--- config.mk ---
export PLATFORM = sky130hd
export DESIGN_NAME = jam_cost_sched_flat
export DESIGN_NICKNAME = d
export VERILOG_FILES = /design/src/rtl/jam_cost_sched_pkg.sv /design/src/rtl/jam_cost_sched_if.sv /design/src/rtl/jam_cost_sched_rr_arbiter.sv /design/src/rtl/jam_cost_sched.sv /design/src/flat_wrapper.sv
export SDC_FILE = /design/constraint.sdc
export NUM_CORES = 1
export LEC_CHECK = 0
export CORE_ASPECT_RATIO = 0.9
export CORE_MARGIN = 10
export CORE_UTILIZATION = 45
export CTS_BUF_LIST = sky130_fd_sc_hd__clkbuf_4 sky130_fd_sc_hd__clkbuf_8 sky130_fd_sc_hd__clkbuf_16
export CTS_CLUSTER_DIAMETER = 100
export DETAILED_ROUTE_END_ITERATION = 10
export DONT_BUFFER_PORTS = 1
export PLACE_DENSITY = 0.66
export SLEW_MARGIN = 40
export SYNTH_ARGS = -nofsm -noshare
export SYNTH_HDL_FRONTEND = slang
export SYNTH_HIERARCHICAL = 1
export SYNTH_SLANG_ARGS = --single-unit
--- constraint.sdc ---
create_clock -name CLK -period 4.1 [get_ports CLK]
set_input_delay 1.025 -clock CLK [delete_from_list [all_inputs] [get_ports CLK]]
set_output_delay 1.025 -clock CLK [all_outputs]
set_load 0.02 [all_outputs]
--- src/rtl/jam_cost_sched_pkg.sv ---
// Shared types and constants for the job-assignment cost scheduler.
package jam_pkg;

   localparam int WJ_W      = 3;
   localparam int COST_IN_W = 7;

   // Wide enough for any COST_W up to 32; users take the low COST_W bits.
   localparam logic [31:0] COST_INIT = 32'hFFFF_FFFF;

   typedef enum logic [1:0] {
      START   = 2'd0,
      COLLECT = 2'd1,
      EMIT    = 2'd2,
      HALT    = 2'd3
   } state_e;

endpackage

--- src/rtl/jam_cost_sched_if.sv ---
// Engine-side cost-read bus: request/address towards the scheduler, grant/response back.
interface jam_cost_sched_if #(
   parameter int NREQ = 2
);
   logic [NREQ-1:0]                  req;
   logic [jam_pkg::WJ_W*NREQ-1:0]    req_w;
   logic [jam_pkg::WJ_W*NREQ-1:0]    req_j;
   logic [NREQ-1:0]                  gnt;
   logic [NREQ-1:0]                  rsp_valid;
   logic [jam_pkg::COST_IN_W-1:0]    rsp_cost;

   modport master (
      output req, req_w, req_j,
      input  gnt, rsp_valid, rsp_cost
   );

   modport slave (
      input  req, req_w, req_j,
      output gnt, rsp_valid, rsp_cost
   );
endinterface

--- src/rtl/jam_cost_sched_rr_arbiter.sv ---
// Combinational round-robin arbiter: grants the first request at or after ptr+1, wrapping.
module rr_arbiter #(
   parameter int NREQ  = 2,
   parameter int PTR_W = $clog2(NREQ)
) (
   input  logic [NREQ-1:0]  req,
   input  logic [PTR_W-1:0] ptr,
   output logic [NREQ-1:0]  gnt
);

   logic [PTR_W:0] cand_s;
   logic           found_s;

   // Scan candidates in priority order starting just after the last winner.
   always_comb begin
      gnt     = {NREQ{1'b0}};
      found_s = 1'b0;
      cand_s  = {(PTR_W+1){1'b0}};
      for (int k = 1; k <= NREQ; k++) begin
         cand_s = {1'b0, ptr} + (PTR_W+1)'(k);
         if (cand_s >= (PTR_W+1)'(NREQ)) begin
            cand_s = cand_s - (PTR_W+1)'(NREQ);
         end else begin
            cand_s = cand_s;
         end
         if (!found_s && req[cand_s[PTR_W-1:0]]) begin
            gnt[cand_s[PTR_W-1:0]] = 1'b1;
            found_s                = 1'b1;
         end else begin
            found_s = found_s;
         end
      end
   end

endmodule

--- src/rtl/jam_cost_sched.sv ---
// Shares the cost-table port between NREQ search engines and merges their results
// into a single minimum-cost / match-count report.
module jam_cost_sched
   import jam_pkg::*;
#(
   parameter int NREQ   = 2,
   parameter int CNT_W  = 4,
   parameter int COST_W = 10
) (
   input  logic                    CLK,
   input  logic                    RST,
   output logic                    start,
   jam_cost_sched_if.slave         bus,
   output logic [WJ_W-1:0]         W,
   output logic [WJ_W-1:0]         J,
   input  logic [COST_IN_W-1:0]    Cost,
   input  logic [NREQ-1:0]         done,
   input  logic [COST_W*NREQ-1:0]  res_min,
   input  logic [CNT_W*NREQ-1:0]   res_cnt,
   output logic [COST_W-1:0]       MinCost,
   output logic [CNT_W-1:0]        MatchCount,
   output logic                    Valid
);

   localparam int                PTR_W     = $clog2(NREQ);
   localparam logic [COST_W-1:0] COST_ONES = COST_INIT[COST_W-1:0];

   state_e            state_r;
   logic [PTR_W-1:0]  ptr_r;
   logic [NREQ-1:0]   flag_r;
   logic              arb_en_s;
   logic [NREQ-1:0]   arb_req_s;
   logic [NREQ-1:0]   gnt_s;
   logic [PTR_W-1:0]  gnt_idx_s;
   logic [WJ_W-1:0]   sel_w_s;
   logic [WJ_W-1:0]   sel_j_s;
   logic [COST_W-1:0] min_s;
   logic [CNT_W-1:0]  cnt_s;
   logic [NREQ-1:0]   flag_s;

   function automatic logic [CNT_W-1:0] sat_add(input logic [CNT_W-1:0] a, input logic [CNT_W-1:0] b);
      logic [CNT_W:0] sum_v;
      sum_v = {1'b0, a} + {1'b0, b};
      if (sum_v[CNT_W]) begin
         return {CNT_W{1'b1}};
      end else begin
         return sum_v[CNT_W-1:0];
      end
   endfunction

   assign arb_en_s  = (state_r == COLLECT) || (state_r == EMIT);
   assign arb_req_s = arb_en_s ? bus.req : {NREQ{1'b0}};
   assign bus.gnt      = gnt_s;
   assign bus.rsp_cost = Cost;

   rr_arbiter #(.NREQ(NREQ), .PTR_W(PTR_W)) u_arb (
      .req (arb_req_s),
      .ptr (ptr_r),
      .gnt (gnt_s)
   );

   // Decode the one-hot grant into an index and pick that engine's address.
   always_comb begin
      gnt_idx_s = {PTR_W{1'b0}};
      sel_w_s   = {WJ_W{1'b0}};
      sel_j_s   = {WJ_W{1'b0}};
      for (int i = 0; i < NREQ; i++) begin
         if (gnt_s[i]) begin
            gnt_idx_s = PTR_W'(i);
            sel_w_s   = bus.req_w[i*WJ_W +: WJ_W];
            sel_j_s   = bus.req_j[i*WJ_W +: WJ_W];
         end else begin
            gnt_idx_s = gnt_idx_s;
         end
      end
   end

   // Fold every fresh done in index order; later engines see earlier folds.
   always_comb begin
      min_s  = MinCost;
      cnt_s  = MatchCount;
      flag_s = flag_r;
      for (int i = 0; i < NREQ; i++) begin
         if ((state_r == COLLECT) && done[i] && !flag_r[i]) begin
            flag_s[i] = 1'b1;
            if (res_min[i*COST_W +: COST_W] < min_s) begin
               min_s = res_min[i*COST_W +: COST_W];
               cnt_s = res_cnt[i*CNT_W +: CNT_W];
            end else if (res_min[i*COST_W +: COST_W] == min_s) begin
               cnt_s = sat_add(cnt_s, res_cnt[i*CNT_W +: CNT_W]);
            end else begin
               cnt_s = cnt_s;
            end
         end else begin
            flag_s[i] = flag_s[i];
         end
      end
   end

   // Arbitration registers, control FSM and merged result.
   always_ff @(posedge CLK or posedge RST) begin
      if (RST) begin
         state_r       <= START;
         ptr_r         <= PTR_W'(NREQ - 1);
         flag_r        <= {NREQ{1'b0}};
         W             <= {WJ_W{1'b0}};
         J             <= {WJ_W{1'b0}};
         bus.rsp_valid <= {NREQ{1'b0}};
         start         <= 1'b0;
         Valid         <= 1'b0;
         MinCost       <= COST_ONES;
         MatchCount    <= {CNT_W{1'b0}};
      end else begin
         bus.rsp_valid <= gnt_s;
         if (|gnt_s) begin
            W     <= sel_w_s;
            J     <= sel_j_s;
            ptr_r <= gnt_idx_s;
         end
         case (state_r)
            START: begin
               start   <= 1'b1;
               Valid   <= 1'b0;
               state_r <= COLLECT;
            end
            COLLECT: begin
               start      <= 1'b0;
               flag_r     <= flag_s;
               MinCost    <= min_s;
               MatchCount <= cnt_s;
               if (&flag_s) begin
                  Valid   <= 1'b1;
                  state_r <= EMIT;
               end
            end
            EMIT: begin
               start   <= 1'b0;
               Valid   <= 1'b0;
               state_r <= HALT;
            end
            HALT: begin
               start   <= 1'b0;
               Valid   <= 1'b0;
            end
            default: begin
               start   <= 1'b0;
               Valid   <= 1'b0;
               state_r <= START;
            end
         endcase
      end
   end

endmodule

--- src/flat_wrapper.sv ---
// flat-port wrapper written by rule: the top's interface ports become plain ports
module jam_cost_sched_flat import jam_pkg::*;
#(
   parameter int NREQ   = 2,
   parameter int CNT_W  = 4,
   parameter int COST_W = 10
)
  (CLK, RST, start, W, J, Cost, done, res_min, res_cnt, MinCost, MatchCount, Valid, bus_req, bus_req_w, bus_req_j, bus_gnt, bus_rsp_valid, bus_rsp_cost);
  jam_cost_sched_if #(.NREQ(NREQ)) bus_i ();
  input  logic CLK;
  input  logic RST;
  output logic start;
  output logic [WJ_W-1:0] W;
  output logic [WJ_W-1:0] J;
  input  logic [COST_IN_W-1:0] Cost;
  input  logic [NREQ-1:0] done;
  input  logic [COST_W*NREQ-1:0] res_min;
  input  logic [CNT_W*NREQ-1:0] res_cnt;
  output logic [COST_W-1:0] MinCost;
  output logic [CNT_W-1:0] MatchCount;
  output logic Valid;
  input wire logic [$bits(bus_i.req)-1:0] bus_req;
  input wire logic [$bits(bus_i.req_w)-1:0] bus_req_w;
  input wire logic [$bits(bus_i.req_j)-1:0] bus_req_j;
  output wire logic [$bits(bus_i.gnt)-1:0] bus_gnt;
  output wire logic [$bits(bus_i.rsp_valid)-1:0] bus_rsp_valid;
  output wire logic [$bits(bus_i.rsp_cost)-1:0] bus_rsp_cost;
  assign bus_i.req = bus_req;
  assign bus_i.req_w = bus_req_w;
  assign bus_i.req_j = bus_req_j;
  assign bus_gnt = bus_i.gnt;
  assign bus_rsp_valid = bus_i.rsp_valid;
  assign bus_rsp_cost = bus_i.rsp_cost;
  jam_cost_sched #(.NREQ(NREQ), .CNT_W(CNT_W), .COST_W(COST_W)) u_core (.CLK(CLK), .RST(RST), .start(start), .bus(bus_i), .W(W), .J(J), .Cost(Cost), .done(done), .res_min(res_min), .res_cnt(res_cnt), .MinCost(MinCost), .MatchCount(MatchCount), .Valid(Valid));
endmodule
* After elaboration in Yosys (flattened, before gate mapping)
Cells that the tools add are included.
Word-level totals: register bits 29, bits of input ports 53, output and inout bits 33, word-level logic and storage cells 87
Cells by class: add/subtract/negate cells 6, $lt $le $gt $ge 8, equal/unequal tests 6, muxes and demuxes 38, bitwise logic cells 1, reductions and logical operators 18
Operators with widths (number):
- two-way mux 10 bit | 4
- two-way mux 4 bit | 8
- equality test 10 bit | 2
- < comparator 10 bit | 2
- two-way mux 1 bit | 13
- two-way mux 3 bit | 4
- adder 4 x 4 -> 5 bit | 2
- two-way mux 2 bit | 4
- logical AND 1 bit | 7
- one-hot mux 2 bit (3 select lines) | 1
- OR reduction 3 bit | 2
- equality test 2 bit (second input constant) | 2
- >= comparator 2 bit (second input constant) | 2
- < comparator 1 x 2 -> 1 bit (second input constant) | 2
- one-hot mux 1 bit (2 select lines) | 2
- AND reduction 2 bit | 2
- zero test 1 bit | 3
- nonzero test 3 bit | 1
- adder 1 x 1 -> 2 bit (second input constant) | 1
- adder 1 x 2 -> 2 bit (second input constant) | 1
- demux 1 bit (select 1 bit) | 2
- equality test 2 x 1 -> 1 bit (second input constant) | 1
- >= comparator 1 bit (second input constant) | 2
- zero test 2 bit | 1
- 5 further kinds | 6

* Logic depth before layout (Yosys ltp)
Gate-level depths: netlist of the first run.
depth after elaboration 12, gate-level depth with buffers 18, gate-level depth less buffers 17

* Hierarchy
Netlist of the first run, hierarchy kept.
Modules (own cells, without submodules):
- jam_cost_sched | instances 1, cells each 253, area each 2381.0 um^2, sequential area each 739.5 um^2
- rr_arbiter | instances 1, cells each 3, area each 18.8 um^2, sequential area each 0.0 um^2

* Worst setup path after synthesis of the first run
OpenSTA, ideal clock, no wires.
path kind input port to flip-flop, from input port res_min[3], to register u_core.MinCost[0], setup time 0.082 ns, arrival time 4.118 ns, data required time 4.018 ns, path slack -0.100 ns, cell stages on the path 14, buffers on the path 2, cells stage by stage ha_1 > a21oi_2 > o21ai_1 > a2111o_1 > buf_6 > nor2_8 > mux2_2 > ha_1 > nand2b_1 > a211oi_1 > a2111oi_4 > inv_2 > clkbuf_1 > mux2_2
Between the ends: cells in the longest elaborated chain, start to end 6
Ends and longest elaborated chain:
- start: declaration | line flat_wrapper.sv:17 | input logic [COST_W*NREQ-1:0] res_min;
- < comparator 10 bit | line jam_cost_sched.sv:86 | if (res_min[i*COST_W +: COST_W] < min_s) begin
- two-way mux 10 bit (*) | line jam_cost_sched.sv:86
- two-way mux 10 bit (*) | line jam_cost_sched.sv:84 | if ((state_r == COLLECT) && done[i] && !flag_r[i]) begin
- < comparator 10 bit | line jam_cost_sched.sv:86
- two-way mux 10 bit | line jam_cost_sched.sv:86
- two-way mux 10 bit (*) | line jam_cost_sched.sv:84
- end signal: assignment | line jam_cost_sched.sv:129 | MinCost <= min_s;
- end: declaration | line jam_cost_sched.sv:20 | output logic [COST_W-1:0] MinCost,
Mark *: on every way between the ends. The rest lies on a longest branch, timed or not. A chain may end at the register's enable or synchronous reset.

* Worst setup path in the final report of the first run
from input port res_min[8], to register u_core.MatchCount[3]
Between the ends: cells in the longest elaborated chain, start to end 9, elaborated cells on any way between the ends 14, classes of those cells add/sub (1); order compare (2); eq/ne (2); mux (9)
Ends and longest elaborated chain:
- branches (longest 8 deep; another with < comparator 10 bit)
- two-way mux 4 bit (*) | line jam_cost_sched.sv:84
- end signal: assignment | line jam_cost_sched.sv:112 | MatchCount <= {CNT_W{1'b0}};
- end signal: assignment | line jam_cost_sched.sv:130 | MatchCount <= cnt_s;
- end: declaration | line jam_cost_sched.sv:21 | output logic [CNT_W-1:0] MatchCount,
Mark *: on every way between the ends.

==> results.toml, run 1 <==
[routing]
ant_nets = 0
drt_iter0_markers = 56
via_per_inst = 5.32
routedWlPerCell_um = 17.2
drtPass1Iterations = 4
drt-total-wl_um = 5900
vias = 1826
drc_errors = 0

[global_routing]
grt_antenna_before_repair = 0
grt_pass1_vias = 1891
globalRouteOverflowTotal = 0
grt_max_degree = 17
grt_pass1_wl_um = 9210
grtUsageTotal_pct = 12.8

[clock_tree]
clk_pin_slew_ns = 0.07
cts_max_level = 2
root_buffer = "clkbuf_8"
clk_latency_ns = 0.27
cts_made_buffers = 5
cts.sinks = 29
cts_tree = "yes"
cts_max_path_buffers = 2

[cells_and_area]
fin_nets = 362
register_area_um2 = 739
finalInstanceArea_um2 = 2750
antenna_cells = 0
mostFrequentLayoutCell = "ha_1"
area_growth_syn_to_layout_pct = 14.6
n_fill_cell = 493
multi_input_comb_area_um2 = 1550
postLayoutCoreUtil_pct = 52.6
final_cell_mix = "ha_1 (30), buf_4 (25), inv_1 (25)"
drive_above_1_share_pct = 26.1

[placed_design]
hpwl_um = 4830
routabilityCongestion = 0.861
pre_cts_slack_ns = -0.231
io_buffers = 0
placedInstanceArea_um2 = 2550

[timing]
tns_ns = 0
hold_slack_ns = 0.475
hold_violations = 0
relSlewSlack_pct = 46.0
fin_worst_skew_ns = 0.00619
worst_pin_slew_ns = 0.809
fin_ws_ns = 0.112
fin_crit_sh_pct = 97.3
achievable-frequency_mhz = 251
setup_violations = 0
final_max_slew_viol_count = 0
finalCriticalPeriod_ns = 3.99

[die]
ioPinCount = 86
die-width_um = 97.0
die_height_um = 89.3
initial_core_util_pct = 45.9
num_rows = 25
core_area_um2 = 5220
dieArea_um2 = 8660

[run]
max_cap_viol_count = 0

[logic_synthesis]
netlist_instances = 256
yosys_warnings = 6
yosysUniqueCellTypes = 50
synthesis.nets = 343
synth_area_um2 = 2400
synth-seq-area-share_pct = 30.8
ys_ff_latch = 29
syn_avg_cell_area_um2 = 9.37

[worst_hold_path]
hp-class = "reg2reg"
hp-start = "u_core/flag_r[1]$_DFFE_PP0N_"

[worst_setup_path]
r2r-start = "u_core/MinCost[8]$_DFFE_PP1N_"
arrival_ns = 4.19
timing.critical_path.from = "res_min[8]"
cp-start-kind = "input pin"
path_class = "in2reg"
end_kind = "flip-flop"
critPathRequiredTime_ns = 4.30
worstPathMaxFanout = 5

[status]
status = "finished, final reports clean"

[pwr]
power.density_nw_per_um2 = 214
power.leakage_nw = 1.24
max-vdd-ir-drop_v = 0.000191
==> registers in the layout, summed over array words and instances (netlist names) <==
register              flops
u_core/flag_r             2
u_core/J                  3
u_core/MatchCount         4
u_core/W                  3
u_core/bus.rsp_valid      2
u_core/state_r            2
u_core/MinCost           10
u_core/Valid              1
u_core/ptr_r              1
u_core/start              1
==> power breakdown <==
part	leakage [nW]	total, mW	switching, mW	internal (mW)
Sequential	0.355	0.287	0	0.287
Combinational	0.836	0.0557	0.0313	0.0245
Clock	0.0512	0.247	0.111	0.136
Total	1.24	0.589	0.143	0.447
==> cells by family (layout without fill, tap and decap cells) <==
kind of cell	after synthesis	after routing	share of synthesized area [%]
AO/OA/AOI/OAI	62	62	17.2
adder cells (fa/ha/maj)	34	34	18.4
flip-flops	29	29	30.8
buffers and inverters	40	59	8.39
multiplexers	20	20	8.50
AND/OR/NAND/NOR	67	68	15.3
XOR/XNOR	4	4	1.46
==> Yosys cell counts, drive strengths merged <==
master | count | area [um^2]
dfrtp | 18 | 450
and2 | 2 | 12.5
or2 | 2 | 12.5
o211a | 2 | 20.0
nor2 | 22 | 98.9
a211oi | 4 | 30.0
mux2 | 3 | 33.8
a31o | 1 | 8.76
o31ai | 1 | 7.51
nand3b | 1 | 7.51
clkbuf | 5 | 28.8
or2b | 1 | 8.76
nor3 | 2 | 10.0
ha | 32 | 400
mux2i | 17 | 170
dfstp | 11 | 289
buf | 9 | 75.1
a2111oi | 1 | 27.5
or3 | 4 | 25.0
nor4b | 1 | 8.76
nand4 | 5 | 31.3
nand2b | 5 | 38.8
a21boi | 2 | 15.0
and4 | 1 | 8.76
o21ai | 15 | 75.1
nor2b | 1 | 6.26
or4 | 1 | 7.51
nor4 | 4 | 31.3
a21o | 7 | 53.8
a2111o | 1 | 11.3
o221a | 2 | 22.5
xnor2 | 2 | 17.5
inv | 26 | 97.6
xor2 | 2 | 17.5
a21oi | 25 | 133
nand2 | 15 | 58.8
fa | 2 | 40.0
o221ai | 1 | 8.76
==> routing by layer <==
layer / wire length, um / GRT usage [%]
met1: 2520 / 15.0
met2: 2850 / 21.7
met3: 527 / 5.33
met4: 0 / 2.68
met5: 0 / 0
==> area by class of cell <==
cell class,count,area share [%]
multi-input combinational,188,56.2
clock buffer,6,3.00
inverter,26,3.55
tap,67,3.05
clock inverter,2,0.500
sequential,29,26.9
timing repair buffer,25,6.82
==> worst max-delay path: stages <==
cell and delay (ns):
ha_1 0.29, nand4_1 0.17, inv_1 0.06, a2111o_1 0.40, buf_4 0.16, nor2_4 0.23
mux2i_2 0.30, ha_1 0.22, nand4_1 0.18, nor4_4 0.43, nor4_1 0.10, or4_1 0.48
o21ai_1 0.15
==> metrics by stage <==
stage	instances	power [mW]
floorplan	256	0.339
global placement	331	0.340
detailed placement	331	0.341
CTS	339	0.592
global route	343	0.622
finish	343	0.589
==> timing repair <==
item,in CTS,in global routing
hold buffers,0,0
resized for setup,0,13
setup buffers,0,3
endpoints found under the setup margin,0,11
endpoints found under the hold margin,0,0
==> path summary, 6_finish.rpt <==
check | to | slack, ns | cells past startpoint
min reg2reg | u_core/flag_r[1]$_DFFE_PP0N_ | 0.47 | 1
max reg2reg | u_core/MatchCount[3]$_DFFE_PP0N_ | 0.19 | 14
min in group asynchronous | u_core/start$_DFF_PP0_ | 0.68 | 1
max in group asynchronous | u_core/MinCost[4]$_DFFE_PP1N_ | 2.71 | 2
max | u_core/MatchCount[3]$_DFFE_PP0N_ | 0.11 | 13
min | u_core/flag_r[1]$_DFFE_PP0N_ | 0.47 | 1
Note: power is estimated with default switching activity, not from simulation.
==> inputs of run 2 (changes only) <==
--- a/config.mk
+++ b/config.mk
@@ -5,6 +5,7 @@
 export SDC_FILE = /design/constraint.sdc
 export NUM_CORES = 1
 export LEC_CHECK = 0
+export ABC_AREA = 1
 export CORE_ASPECT_RATIO = 0.9
 export CORE_MARGIN = 10
 export CORE_UTILIZATION = 45
@@ -12,6 +13,7 @@
 export CTS_CLUSTER_DIAMETER = 100
 export DETAILED_ROUTE_END_ITERATION = 10
 export DONT_BUFFER_PORTS = 1
+export GPL_TIMING_DRIVEN = 1
 export PLACE_DENSITY = 0.66
 export SLEW_MARGIN = 40
 export SYNTH_ARGS = -nofsm -noshare
==> run 2 against run 1 <==
Critical path type unchanged; sequential power hardly changed; combinational power is 31% lower; routed wire length is 7.2% higher; power is 9.1% higher; flip-flop and latch count stayed put; largest cell class unchanged; die area is 6.5% higher; cell count is 22% higher; utilization is 4.0 points lower.
==> results.toml, run 2 <==
[timing]
setup_violations = 0
fin_worst_skew_ns = 0.00567
achievable-frequency_mhz = 282
tns_ns = 0
final_max_slew_viol_count = 0
fin_ws_ns = 0.554
hold_violations = 0
relSlewSlack_pct = 61.1
fin_crit_sh_pct = 86.5
rsz0062_at_grt = "no"
finalCriticalPeriod_ns = 3.55
worst_pin_slew_ns = 0.583

[routing]
vias = 2154
routedWlPerCell_um = 15.1
ant_nets = 0
drt-total-wl_um = 6320
drt_iter0_markers = 121
via_per_inst = 5.14
drc_errors = 0
drtPass1Iterations = 4

[worst_setup_path]
path_class = "in2reg"
worst-r2r-setup-slack_ns = 0.60
cp-start-kind = "input pin"
end_kind = "flip-flop"
reg2reg_to = "u_core/MatchCount[3]$_DFFE_PP0N_"
cp_slowest_cell = "ha_1"
reg2regPathDepth = 19
slowest_delay_ns = 0.30
path_common_cell = "nand2_1"
crit_chain = "ha_1 -> nand2_2 -> inv_2 -> a21oi_4 -> nand4_4 -> inv_6 -> nand2_1 -> o21ai_2 -> inv_1 -> ha_1 -> nand2_1 -> nor2_1 -> o211ai_1 -> nand4_1 -> inv_1 -> nor2_1 -> nand2_1 -> a21oi_1"
worstPathMaxFanout = 18
arrival_ns = 3.75
timing.critical_path.from = "res_min[9]"
r2r-start = "u_core/MinCost[9]$_DFFE_PP1N_"
critPathRequiredTime_ns = 4.30

[logic_synthesis]
yosysMostFrequentCell = "nand2_1"
synthesis.nets = 438
yosysUniqueCellTypes = 34
synthTopCellsByCount = "nand2_1 (88), inv_1 (56), ha_1 (32)"
syn_avg_cell_area_um2 = 7.41
netlist_top_cells_area = "dfrtp_1 (17%), ha_1 (15%), nand2_1 (13%), dfstp_2 (11%), inv_1 (8.1%)"
synth.top_cell.area_share_pct = 17.3
ys_ff_latch = 29
async_flop_share_pct = 100
synth-seq-area-share_pct = 28.4
yosys_warnings = 6
netlist_instances = 351
synth_area_um2 = 2600
yosysTopAreaCell = "dfrtp_1"
synth-edff-count = 0
synthFlopType = "dfrtp_1"

[clock_tree]
cts.sinks = 29
cts_resized = 0
clk_latency_ns = 0.28
cts_hold_buffers = 0
post_cts_buffers = 0
cts_max_path_buffers = 2
cts_made_buffers = 5
clk_pin_slew_ns = 0.07
root_buffer = "clkbuf_8"
cts_max_level = 2
cts_tree = "yes"

[worst_hold_path]
hold_depth = 2
hp-start = "u_core/flag_r[1]$_DFFE_PP0N_"
hp-class = "reg2reg"
hold-path-endpoint = "u_core/flag_r[1]$_DFFE_PP0N_"

[placed_design]
pre_cts_slack_ns = 0.275
routabilityCongestion = 0.845
io_buffers = 0
dp.cells = 411
hpwl_um = 5200

[cells_and_area]
n_fill_cell = 566
fin_cells = 419
mostFrequentLayoutCell = "nand2_1"
area_growth_syn_to_layout_pct = 5.20
largest_register_ff_count = 10
largest-register = "u_core/MinCost"
fin_nets = 435
postLayoutCoreUtil_pct = 48.6
final_cell_mix = "nand2_1 (88), inv_1 (56), ha_1 (32)"
reg_top3 = "u_core/MinCost: 10 flops, u_core/MatchCount: 4 flops"
drive_above_1_share_pct = 13.8
antenna_cells = 0

[global_routing]
grtUsageTotal_pct = 14.0
grt_max_degree = 28
grt_antenna_before_repair = 0
grt_pass1_wl_um = 10800
grt_pass1_vias = 2209
globalRouteOverflowTotal = 0

[status]
status = "finished, final reports clean"

[die]
ioPinCount = 86
num_rows = 26
core_area_um2 = 5630
initial_core_util_pct = 46.2
die-width_um = 100
dieArea_um2 = 9220
die_height_um = 92.1

[run]
max_cap_viol_count = 0

[pwr]
max-vdd-ir-drop_v = 0.000142
power_mw = 0.643
power.leakage_nw = 1.57
power.density_nw_per_um2 = 235
-- run 2: cell count changes in the layout (fill, tap and decap cells not counted), sizes merged, moves of 8 or more --
cell,change
nand3,+19
o21ai,+11
buf,-21
inv,+32
o22ai,+9
mux2i,-17
nand2,+78
nor2,+8
-- run 2: how the worst max path moves through the flow --
| stage | cells after the start | to | slack, ns |
|---|---|---|---|
| global route | 19 | u_core/MatchCount[2]$_DFFE_PP0N_ | 0.25 |
| detailed placement | 18 | u_core/MatchCount[1]$_DFFE_PP0N_ | 0.27 |
| global placement | 18 | u_core/MatchCount[1]$_DFFE_PP0N_ | 0.33 |
| finish | 18 | u_core/MatchCount[3]$_DFFE_PP0N_ | 0.55 |
| floorplan | 19 | u_core/MinCost[0]$_DFFE_PP1N_ | 0.63 |
| CTS | 18 | u_core/MatchCount[1]$_DFFE_PP0N_ | 0.56 |
-- run 2: report_power, final --
part	leakage, nW	internal [mW]	total [mW]	switching [mW]
sequential	0.341	0.287	0.287	0
combinational	1.17	0.0140	0.0384	0.0243
clock	0.0574	0.198	0.318	0.121
-- run 2: final cells by class --
cell class | instances | area (um^2) | area share, %
tap | 70 | 87.6 | 3.20
multi-input combinational | 250 | 1540 | 56.1
sequential | 29 | 739 | 27.0
clock buffer | 6 | 82.6 | 3.02
inverter | 58 | 223 | 8.14
timing repair buffer | 4 | 30.0 | 1.10
clock inverter | 2 | 37.5 | 1.37
-- run 2: cell families after synthesis --
| group | synth area share (%) |
|---|---|
| AND/OR/NAND/NOR | 27.2 |
| buffers and inverters | 12.5 |
| AO/OA/AOI/OAI | 13.4 |
| adder cells (fa/ha/maj) | 16.9 |
| flip-flops | 28.4 |
| XOR/XNOR | 1.01 |
| multiplexers | 0.433 |
-- run 2: worst max-delay path: cells and delay by family --
| kind | cells | cell delay [ns] |
|---|---|---|
| buf+inv | 4 | 0.54 |
| compound gates | 4 | 0.55 |
| simple gates | 8 | 1.04 |
| fa+ha+maj | 2 | 0.59 |
-- run 2: through the flow --
step / hold WS (ns) / area, um^2
after detailed placement: 0.473 / 2620
after global routing: 0.535 / 2740
after global placement: 0.469 / 2620
after CTS: 0.493 / 2740
final: 0.489 / 2740
after floorplan: 0.454 / 2600
-- run 2: per-layer routing --
layer | track usage [%] | vias up | part of all wire [%]
met5 | 0 | - | 0
met4 | 2.47 | 0 | 0
met3 | 5.85 | 0 | 10
met2 | 22.2 | 65 | 45
met1 | 17.6 | 970 | 45
li1 | - | 1119 | -
==> inputs of run 3 (changes only) <==
--- a/config.mk
+++ b/config.mk
@@ -13,7 +13,7 @@
 export CTS_CLUSTER_DIAMETER = 100
 export DETAILED_ROUTE_END_ITERATION = 10
 export DONT_BUFFER_PORTS = 1
-export GPL_TIMING_DRIVEN = 1
+export GPL_TIMING_DRIVEN = 0
 export PLACE_DENSITY = 0.66
 export SLEW_MARGIN = 40
 export SYNTH_ARGS = -nofsm -noshare
==> run 3 against run 2 <==
Die area unchanged; register-to-register slack worse by 0.12 ns; via count up 1.8%; clock skew up 0.0038 ns; clock power down 27%; sequential power about the same; critical path type unchanged; largest cell class unchanged; largest power group is now registers; highest routed layer is now met4.
==> results.toml, run 3 (synthesis results as in run 2) <==
[status]
status = "finished, final reports clean"

[worst_setup_path]
arrival_ns = 3.85
timing.critical_path.from = "res_min[9]"
r2r-start = "u_core/MinCost[9]$_DFFE_PP1N_"
reg2regPathDepth = 18
crit_chain = "ha_1 -> nand2_2 -> nor2_4 -> nand3_4 -> nand4_4 -> inv_6 -> buf_12 -> o21ai_2 -> inv_1 -> ha_1 -> nand2_1 -> nor2_1 -> o211ai_1 -> nand4_1 -> clkbuf_1 -> o21ai_0 -> o22ai_1"
cp_slowest_cell = "clkbuf_1"
worst-r2r-setup-slack_ns = 0.48
cp.depth = 17
cp_num_buf_inv = 4
critPathRequiredTime_ns = 4.30
slowest_delay_ns = 0.39
path_common_cell = "ha_1"
reg2reg_to = "u_core/MinCost[9]$_DFFE_PP1N_"
worstPathMaxFanout = 10
end_kind = "flip-flop"
cp-endpoint = "u_core/MinCost[9]$_DFFE_PP1N_"
cp-start-kind = "input pin"
path_class = "in2reg"
critPathTopFamily = "simple AND/OR/NAND/NOR gates"

[timing]
achievable-frequency_mhz = 274
tns_ns = 0
setup_violations = 0
fin_crit_sh_pct = 89.1
rsz0062_at_grt = "no"
final_max_slew_viol_count = 0
hold_slack_ns = 0.506
fin_ws_ns = 0.447
hold_violations = 0
worst_pin_slew_ns = 0.635
finalCriticalPeriod_ns = 3.65
fin_worst_skew_ns = 0.00950
relSlewSlack_pct = 57.6

[routing]
drtPass1Iterations = 4
drc_errors = 0
vias = 2193
drt-total-wl_um = 6400
ant_nets = 0
routedWlPerCell_um = 14.9
drt_iter0_markers = 125
via_per_inst = 5.11

[run]
max_cap_viol_count = 0

[cells_and_area]
largest_register_ff_count = 10
largest-register = "u_core/MinCost"
final_cell_mix = "nand2_1 (88), inv_1 (55), ha_1 (32)"
fin_nets = 445
drive_above_1_share_pct = 15.3
finalInstanceArea_um2 = 2770
antenna_cells = 0
mostFrequentLayoutCell = "nand2_1"
area_growth_syn_to_layout_pct = 6.69
reg_top3 = "u_core/MinCost: 10 flops, u_core/MatchCount: 4 flops"

[clock_tree]
cts_hold_buffers = 0
cts_max_level = 2
cts.sinks = 29
cts_max_path_buffers = 2
root_buffer = "clkbuf_8"
clk_pin_slew_ns = 0.06
cts_resized = 0
clk_latency_ns = 0.28
cts_tree = "yes"
post_cts_buffers = 0
cts_made_buffers = 5

[die]
num_rows = 26
dieArea_um2 = 9220
initial_core_util_pct = 46.2
core_area_um2 = 5630
die-width_um = 100
die_height_um = 92.1
ioPinCount = 86

[pwr]
p_seq_share_pct = 50.7
power_mw = 0.565
p_switching_mw = 0.144
clkPwrFrac_pct = 40.9
power.density_nw_per_um2 = 204
max-vdd-ir-drop_v = 0.000128
power_frac_comb_pct = 8.4
power.leakage_nw = 1.59
p_int_mw = 0.421
swShare_pct = 25.5

[placed_design]
pre_cts_slack_ns = 0.184
placedInstanceArea_um2 = 2690
hpwl_um = 5310
io_buffers = 0
routabilityCongestion = 0.822

[global_routing]
grtUsageTotal_pct = 14.2
grt_pass1_vias = 2386
grt_antenna_before_repair = 0
grt_max_degree = 30
globalRouteOverflowTotal = 0
grt_pass1_wl_um = 11000

[worst_hold_path]
hp-class = "reg2reg"
-- run 3: cell count changes in the layout (fill, tap and decap cells not counted), sizes merged --
cell    change
bufinv      -1
clkbuf      +3
clkinv      +2
buf         +6
-- run 3: worst min path at each step --
stage,from,end,depth (start not counted)
2_1_floorplan,u_core/flag_r[1]$_DFFE_PP0N_,u_core/flag_r[1]$_DFFE_PP0N_,2
3_3_place_gp,u_core/flag_r[1]$_DFFE_PP0N_,u_core/flag_r[1]$_DFFE_PP0N_,2
3_5_place_dp,u_core/flag_r[1]$_DFFE_PP0N_,u_core/flag_r[1]$_DFFE_PP0N_,2
4_1_cts,u_core/flag_r[1]$_DFFE_PP0N_,u_core/flag_r[1]$_DFFE_PP0N_,2
5_1_grt,u_core/flag_r[1]$_DFFE_PP0N_,u_core/flag_r[1]$_DFFE_PP0N_,2
6_report,u_core/flag_r[1]$_DFFE_PP0N_,u_core/flag_r[1]$_DFFE_PP0N_,2
-- run 3: area by class of cell --
| class | count | area (um^2) |
|---|---|---|
| clock buffers | 5 | 68.8 |
| well taps | 70 | 87.6 |
| inverters | 58 | 223 |
| plain buffers | 14 | 103 |
| clock inverters | 3 | 17.5 |
| fillers | 563 | 2850 |
| flip-flops and latches | 29 | 739 |
| multi-input cells | 250 | 1540 |
-- run 3: layer usage --
layer  global-route usage, %  wire, um  vias to the layer above
met5                       0         0                        -
met4                    2.71        29                        0
met2                    24.0      3000                       75
met1                    16.4      2680                      976
met3                    5.93       681                        3
li1                        -         -                     1139
-- run 3: tightest hold or removal path: stages, from the launching register on --
cell,delay (ns)
dfrtp_1,0.35
inv_1,0.04
nand2_1,0.08
-- run 3: power groups by stage --
stage | combinational, mW | sequential, mW | clock [mW]
CTS | 0.0487 | 0.287 | 0.240
finish | 0.0473 | 0.287 | 0.231
global placement | 0.0471 | 0.292 | 0
detailed placement | 0.0486 | 0.292 | 0
floorplan | 0.0406 | 0.292 | 0
global route | 0.0562 | 0.286 | 0.250
-- run 3: per-stage QoR --
stage          std cells  util [%]
6_report             429      49.3
5_1_grt              429      49.3
4_1_cts              429      49.3
3_5_place_dp         421      47.8
3_3_place_gp         421      47.8
2_1_floorplan        351         -
